$ cat src/rtl/round_controller.sv
// Match sequencer for the two-tank game: start-key detection, spawn pulses with seeds,
// score keeping, respawn countdown and winner declaration.
module round_controller #(
  parameter int unsigned RESPAWN_FRAMES = 60,
  parameter int unsigned WIN_SCORE      = 5,
  parameter logic [7:0]  START_KEY      = 8'h28
) (
  input  logic        frame_clk,
  input  logic        Reset,
  input  logic [31:0] keycode,
  input  logic        TankDead_1,
  input  logic        TankDead_2,
  output logic        relife,
  output logic [1:0]  random_seed_1,
  output logic [1:0]  random_seed_2,
  output logic [3:0]  score_1,
  output logic [3:0]  score_2,
  output logic [1:0]  winner,
  output logic        freeze,
  output logic [2:0]  game_state,
  output logic [7:0]  countdown
);

  typedef enum logic [2:0] {
    StIdle    = 3'd0,
    StSpawn   = 3'd1,
    StPlay    = 3'd2,
    StRespawn = 3'd3,
    StOver    = 3'd4
  } state_e;

  localparam logic [3:0] WinScore    = 4'(WIN_SCORE);
  localparam logic [7:0] RespawnLoad = 8'(RESPAWN_FRAMES - 1);
  localparam logic [7:0] LfsrSeed    = 8'hA5;

  state_e      state_q, state_d;
  logic        key_seen_q;
  logic        guard_q;
  logic        relife_q;
  logic [7:0]  lfsr_q, lfsr_d;
  logic [1:0]  seed_q, seed_d;
  logic [3:0]  score1_q, score1_d;
  logic [3:0]  score2_q, score2_d;
  logic [1:0]  winner_q, winner_d;
  logic [7:0]  count_q, count_d;

  logic key_present, start_evt;
  logic sample, p1_point, p2_point, draw, p1_wins, p2_wins;

  always_comb begin
    key_present = 1'b0;
    for (int i = 0; i < 4; i++) begin
      if (keycode[8*i +: 8] == START_KEY) key_present = 1'b1;
    end
  end

  assign start_evt = key_present & ~key_seen_q;

  // The first PLAY cycle is a guard while the tanks clear their dead flags.
  assign sample   = (state_q == StPlay) && !guard_q;
  assign p1_point = sample && TankDead_2 && !TankDead_1;
  assign p2_point = sample && TankDead_1 && !TankDead_2;
  assign draw     = sample && TankDead_1 && TankDead_2;
  assign p1_wins  = p1_point && (score1_q + 4'd1 == WinScore);
  assign p2_wins  = p2_point && (score2_q + 4'd1 == WinScore);

  // State register.
  always_ff @(posedge frame_clk or posedge Reset) begin
    if (Reset) begin
      state_q <= StIdle;
    end else begin
      state_q <= state_d;
    end
  end

  // Next-state logic.
  always_comb begin
    state_d = state_q;
    case (state_q)
      StIdle, StOver: if (start_evt) state_d = StSpawn;
      StSpawn:        state_d = StPlay;
      StPlay: begin
        if (p1_wins || p2_wins) state_d = StOver;
        else if (p1_point || p2_point || draw) state_d = StRespawn;
      end
      StRespawn:      if (count_q == 8'd0) state_d = StSpawn;
      default:        state_d = StIdle;
    endcase
  end

  always_comb begin
    score1_d = score1_q;
    score2_d = score2_q;
    winner_d = winner_q;
    if ((state_q == StIdle || state_q == StOver) && start_evt) begin
      score1_d = 4'd0;
      score2_d = 4'd0;
      winner_d = 2'b00;
    end else begin
      if (p1_point && score1_q < WinScore) score1_d = score1_q + 4'd1;
      if (p2_point && score2_q < WinScore) score2_d = score2_q + 4'd1;
      if (p1_wins) winner_d = 2'b01;
      if (p2_wins) winner_d = 2'b10;
    end

    count_d = 8'd0;
    if (state_d == StRespawn) begin
      count_d = (state_q == StRespawn) ? count_q - 8'd1 : RespawnLoad;
    end

    seed_d = seed_q;
    if (state_d == StSpawn && state_q != StSpawn) seed_d = lfsr_q[1:0];

    lfsr_d = {lfsr_q[6:0], lfsr_q[7] ^ lfsr_q[5] ^ lfsr_q[4] ^ lfsr_q[3]};
    // Lock-up recovery; the register should never hold zero.
    if (lfsr_q == 8'd0) lfsr_d = LfsrSeed;
  end

  always_ff @(posedge frame_clk or posedge Reset) begin
    if (Reset) begin
      key_seen_q <= 1'b0;
      guard_q    <= 1'b0;
      relife_q   <= 1'b0;
      lfsr_q     <= LfsrSeed;
      seed_q     <= 2'b00;
      score1_q   <= 4'd0;
      score2_q   <= 4'd0;
      winner_q   <= 2'b00;
      count_q    <= 8'd0;
    end else begin
      key_seen_q <= key_present;
      guard_q    <= (state_q == StSpawn);
      relife_q   <= (state_d == StSpawn);
      lfsr_q     <= lfsr_d;
      seed_q     <= seed_d;
      score1_q   <= score1_d;
      score2_q   <= score2_d;
      winner_q   <= winner_d;
      count_q    <= count_d;
    end
  end

  // Outputs, all taken from registered state.
  always_comb begin
    game_state    = state_q;
    freeze        = (state_q != StPlay);
    relife        = relife_q;
    random_seed_1 = seed_q;
    random_seed_2 = seed_q ^ 2'b11;
    score_1       = score1_q;
    score_2       = score2_q;
    winner        = winner_q;
    countdown     = count_q;
  end

endmodule

$ cat config.mk
export PLATFORM = sky130hd
export DESIGN_NAME = round_controller
export DESIGN_NICKNAME = d
export VERILOG_FILES = /design/src/rtl/round_controller.sv
export SDC_FILE = /design/constraint.sdc
export NUM_CORES = 1
export LEC_CHECK = 0
export CORE_AREA = 10 10 58 107
export CTS_BUF_LIST = sky130_fd_sc_hd__clkbuf_8 sky130_fd_sc_hd__clkbuf_16
export CTS_CLUSTER_DIAMETER = 100
export DETAILED_ROUTE_END_ITERATION = 8
export DIE_AREA = 0 0 68 117
export PLACE_DENSITY = 0.73
export SLEW_MARGIN = 20
export SYNTH_ARGS = -nofsm -noshare
export SYNTH_HDL_FRONTEND = slang
export SYNTH_SLANG_ARGS = --single-unit
$ cat constraint.sdc
create_clock -name frame_clk -period 2.9 [get_ports frame_clk]
set_clock_uncertainty 0.05 [all_clocks]
set_input_delay 0.58 -clock frame_clk [delete_from_list [all_inputs] [get_ports frame_clk]]
set_output_delay 0.58 -clock frame_clk [all_outputs]
set_load 0.02 [all_outputs]
# Yosys cells after proc, flatten, opt, wreduce, memory -nomap -nowiden
# Index checks and enable logic that the tools add are counted.
# W data, S select, Z words.
[word_totals]
input_bits = 36
output_inout_bits = 27
elab_cells = 80
regBits = 34
[op_classes]
order_cmp = 2
n_eq_ne = 14
bitwise = 6
n_addsub = 3
muxes = 19
reduce_logical = 26
[ops]
columns = ["op", "count"]
rows = [
  ["$eq A8 B6 Y1 const B", 4],
  ["$mux W8", 3],
  ["$logic_not A8 Y1", 2],
  ["$mux W4", 4],
  ["$logic_and A1 B1 Y1", 12],
  ["$mux W3", 4],
  ["$pmux W3 S4", 1],
  ["$eq A3 B2 Y1 const B", 3],
  ["$add A4 B1 Y4 const B", 2],
  ["$eq A4 B3 Y1 const B", 2],
  ["$lt A4 B3 Y1 const B", 2],
  ["$sub A8 B1 Y8 const B", 1],
  ["$eq A3 B1 Y1 const B", 2],
  ["$mux W2", 3],
  ["$logic_or A1 B1 Y1", 4],
  ["$mux W1", 4],
  ["$reduce_bool A2 Y1", 2],
  ["$eq A3 B3 Y1 const B", 1],
  ["$logic_not A1 Y1", 3],
  ["$logic_not A3 Y1", 1],
  ["$ne A3 B1 Y1 const B", 1],
  ["$ne A3 B2 Y1 const B", 1],
  ["$reduce_bool A3 Y1", 1],
  ["$xor A1 B1 Y1", 3],
  ["other kinds (4)", 4],
]

# Longest topological paths before layout
[logic_depth]
depth_word = 11
mapped_depth = 7
depth_no_buf = 7

# Worst setup path after synthesis
# No wires, ideal clock.
[synth_path]
path_type = "register to register"
start = "register score1_q[0] (netlist: score_1[0])"
end = "register seed_q[0] (netlist: random_seed_1[0])"
synth_period_minus_slack_ns = 2.326
path_buffers = 0
slack_ns = 0.574
setup_time_ns = 0.125
required_time_ns = 2.725
stages_incl_launch_ff = 7
arrival_ns = 2.151
cell_sequence = "dfrtp_1 > ha_1 > nor3b_1 > o211a_1 > or4_4 > a21oi_4 > mux2_4"
[synth_via]
elab_chain_len = 8
[synth_rtl]
columns = ["item", "line", "rtl"]
rows = [
  ["start, declared", "42", "logic [3:0] score1_q, score1_d;"],
  ["start signal, assigned", "136", "score1_q <= score1_d;"],
  ["$add A4 B1 Y4", "64", "assign p1_wins = p1_point && (score1_q + 4'd1 == WinScore);"],
  ["$eq A4 B3 Y1", "64", ""],
  ["$logic_and A1 B1 Y1", "64", ""],
  ["$logic_or A1 B1 Y1", "83", "if (p1_wins || p2_wins) state_d = StOver;"],
  ["$mux W3", "83", ""],
  ["$pmux W3 S4", "79", "case (state_q)"],
  ["$eq A3 B1 Y1", "112", "if (state_d == StSpawn && state_q != StSpawn) seed_d = lfsr_q[1:0];"],
  ["$logic_and A1 B1 Y1", "112", ""],
  ["end signal, assigned", "125", "seed_q <= 2'b00;"],
  ["end signal, assigned", "135", "seed_q <= seed_d;"],
  ["end, declared", "41", "logic [1:0] seed_q, seed_d;"],
]
# No other way between the ends.
# A chain may end at the register's enable or synchronous reset.

# Worst setup path after layout
[layout_path]
start = "register score2_q[0] (netlist: score_2[0])"
end = "register seed_q[1] (netlist: random_seed_1[1])"
[layout_via]
elab_chain_len = 8
[layout_rtl]
columns = ["item", "line", "rtl"]
rows = [
  ["start, declared", "43", "logic [3:0] score2_q, score2_d;"],
  ["start signal, assigned", "137", "score2_q <= score2_d;"],
  ["$add A4 B1 Y4", "65", "assign p2_wins = p2_point && (score2_q + 4'd1 == WinScore);"],
  ["$eq A4 B3 Y1", "65", ""],
  ["$logic_and A1 B1 Y1", "65", ""],
  ["$logic_or A1 B1 Y1", "83", ""],
  ["$mux W3", "83", ""],
  ["$pmux W3 S4", "79", ""],
  ["$eq A3 B1 Y1", "112", ""],
  ["$logic_and A1 B1 Y1", "112", ""],
]
# No other way between the ends.

==> qor.csv <==
metric,value,unit
status,"finished, final reports clean",
clock sinks,34,
GP Congestion,0.778,
PwrDens,828,nW/um^2
Syn-to-layout area delta,43.7,%
DRT Wirelength,4530,um
Die Footprint,7960,um^2
worst vdd ir,0.454,mV
Synth Area in XOR/XNOR,5.85,%
sequential area share after synthesis,47.7,%
io pins,63,
largest net degree at the start of global routing,35,
CTS resizes,0,
mux contribution to synthesized area,2.79,%
CP arrival,2.47,ns
std cell rows,35,
Post-DP Area,2470,um^2
"Req. time, crit path",3.02,ns
Finished Layout Cells,291,
Final Hold Viols,0,
Placed Instances,283,
min-delay src,lfsr_q[2]$_DFF_PP1_,
R2R setup slack,0.55,ns
adder-cell share of the synthesized area,5.57,%
Yosys warning count,0,
Hold Buf Count CTS,0,
min cycle time layout,2.35,ns
layout cells sized above 1,11.0,%
crit path launch type,register,
post-DP HPWL,3710,um
total power,2.14,mW
Initial Util,39.4,%
drt drc,0,
"Design Area, Final",2580,um^2
post-place setup slack,0.256,ns
total overflow reported by the global router,0,
wire per inst,15.6,um
Clock H-tree levels,2,
number of diodes,0,
root buf cell,clkbuf_8,
clk_lat worst skew,0.29,ns
DR vias/cell,5.08,
Post-Synth Simple-Gate Area,26.4,%
IO buf count,62,
die height,117,um
first-pass GRT wire length,7700,um
DR iter-0 viols,34,
WHS,0.360,ns
"commonest cells after routing, fill and taps aside","62 x clkdlybuf4s50_1, 30 x dfrtp_1, 17 x nor2_1",
reg2reg start,score_2[0]$_DFFE_PP0P_,
Worst Setup End Kind,register,
FF-to-FF End,random_seed_1[1]$_DFFE_PP0P_,
layout net count,279,
CP Class,reg -> reg,
post-synthesis cell area,1800,um^2
Synth cell types,36,
crit share post-route,81.1,%
Num CTS Buffers,5,
"Reg clk slew, reported paths",0.07,ns
Slew @ Worst Pin,0.482,ns
synthesized area per cell,10.6,um^2
clock tree buffer depth,2,
"commonest non-fill, non-tap cell in the layout",clkdlybuf4s50_1,
FMAX,425,MHz
Critical Path Fanout Max,6,
Hold Path Class,reg -> reg,
remaining antenna violation count after routing,0,
vias in the first global route,1711,
"Core Util, Final",56.6,%
Die X,68,um
CTS tree,built,
MaxCap Viol Count,0,
initial antenna violation count,0,
leakage,1.12,nW
postcts setup bufs,0,
Max-Slew Margin vs Limit,67.4,%
hold path endpoint,lfsr_q[3]$_DFF_PP0_,
Final WS setup,0.547,ns
pins over their slew limit,0,
Setup TNS,0,ns
syn nets,214,
# setup viols final,0,
core area,4550,um^2
R2R cell count,6,
largest family of logic cells by synthesized area,simple AND/OR/NAND/NOR gates,
Fill cells,427,
Pre-antenna DRT Iters,4,
Gate Count Post-Synth,170,
Synth Register Bits,34,
Synth Area in Compound Gates,8.15,%
hold depth,0,
routed via count,1478,
global-route usage over all layers,12.6,%
RSZ-0062 raised after global routing,false,
-- power breakdown --
part / internal (mW) / switching [mW] / total [mW] / leakage [nW]
Clock: 0.240 / 0.170 / 0.410 / 0.0575
Sequential: 0.596 / 0.150 / 0.745 / 0.420
Combinational: 0.489 / 0.492 / 0.981 / 0.637
Total: 1.32 / 0.812 / 2.14 / 1.12
-- sequential cells by signal, summed over array words and instances (netlist names) --
| register | count |
|---|---|
| lfsr_q | 8 |
| random_seed_1 | 2 |
| guard_q | 1 |
| game_state | 3 |
| score_1 | 4 |
| winner | 2 |
| countdown | 8 |
| score_2 | 4 |
| relife | 1 |
| key_seen_q | 1 |
-- worst max-delay path: stages, from the launching register on --
cell     delay (ns)
dfrtp_1        0.45
ha_1           0.27
nor3b_1        0.17
o211a_4        0.28
or4_4          0.52
a21oi_4        0.20
mux2_4         0.31
-- worst max path at each step --
stage	start	endpoint	slack, ns	cells past startpoint
after global placement	TankDead_2	random_seed_1[1]$_DFFE_PP0P_	0.29	6
after CTS	score_2[0]$_DFFE_PP0P_	random_seed_1[1]$_DFFE_PP0P_	0.54	6
after floorplan	score_1[0]$_DFFE_PP0P_	random_seed_1[0]$_DFFE_PP0P_	0.57	6
after global routing	game_state[1]$_DFF_PP0_	freeze	0.44	3
after detailed placement	TankDead_2	random_seed_1[0]$_DFFE_PP0P_	0.26	6
final	score_2[0]$_DFFE_PP0P_	random_seed_1[1]$_DFFE_PP0P_	0.55	6
-- area by class of cell --
class	instances	area [um^2]	share of cell area, %
well taps	55	68.8	2.67
flip-flops and latches	34	856	33.2
repair buffers	64	636	24.6
inverters	9	33.8	1.31
clock buffers	8	110	4.27
multi-input cells	121	876	33.9
-- synth_stat cells (all sizes together) --
master / count / share of area, %
nor4: 4 / 1.4
and3b: 2 / 0.98
o21a: 1 / 0.42
nand3: 1 / 0.28
nand2b: 7 / 2.4
nor3: 6 / 1.7
nor3b: 7 / 4.0
clkbuf: 5 / 1.0
or4: 1 / 0.63
nand2: 14 / 2.9
and2: 1 / 0.35
nand4: 2 / 0.70
or4b: 1 / 0.77
nand3b: 1 / 0.42
nor4b: 10 / 4.9
mux2i: 2 / 1.1
nor2b: 4 / 1.4
xor2: 6 / 2.9
o31ai: 1 / 0.70
buf: 1 / 0.63
nor2: 17 / 3.6
xnor2: 6 / 2.9
a211oi: 1 / 0.42
a21boi: 2 / 0.84
a21oi: 10 / 3.4
inv: 9 / 1.9
mux2: 2 / 1.7
dfrtp: 30 / 42
dfstp: 4 / 5.9
ha: 8 / 5.6
a21bo: 1 / 0.56
o21ai: 1 / 0.28
o211a: 2 / 1.5
-- per-layer routing --
| metal | routed length, um | part of all wire (%) | track usage, % | vias up |
|---|---|---|---|---|
| met2 | 2540 | 56 | 22.3 | 52 |
| met4 | 142 | 3.1 | 7.69 | 0 |
| li1 | - | - | - | 713 |
| met1 | 1480 | 33 | 11.6 | 704 |
| met5 | 0 | 0 | 0 | - |
| met3 | 375 | 8.3 | 4.29 | 9 |
-- cells by family (layout without fill, tap and decap cells) --
family	count (synthesis)	in the layout
flops	34	34
fa+ha+maj	8	8
compound gates	19	19
mux	4	4
buf+inv	15	81
xor+xnor	12	12
simple gates	78	78
(Power assumes the default switching activity.)
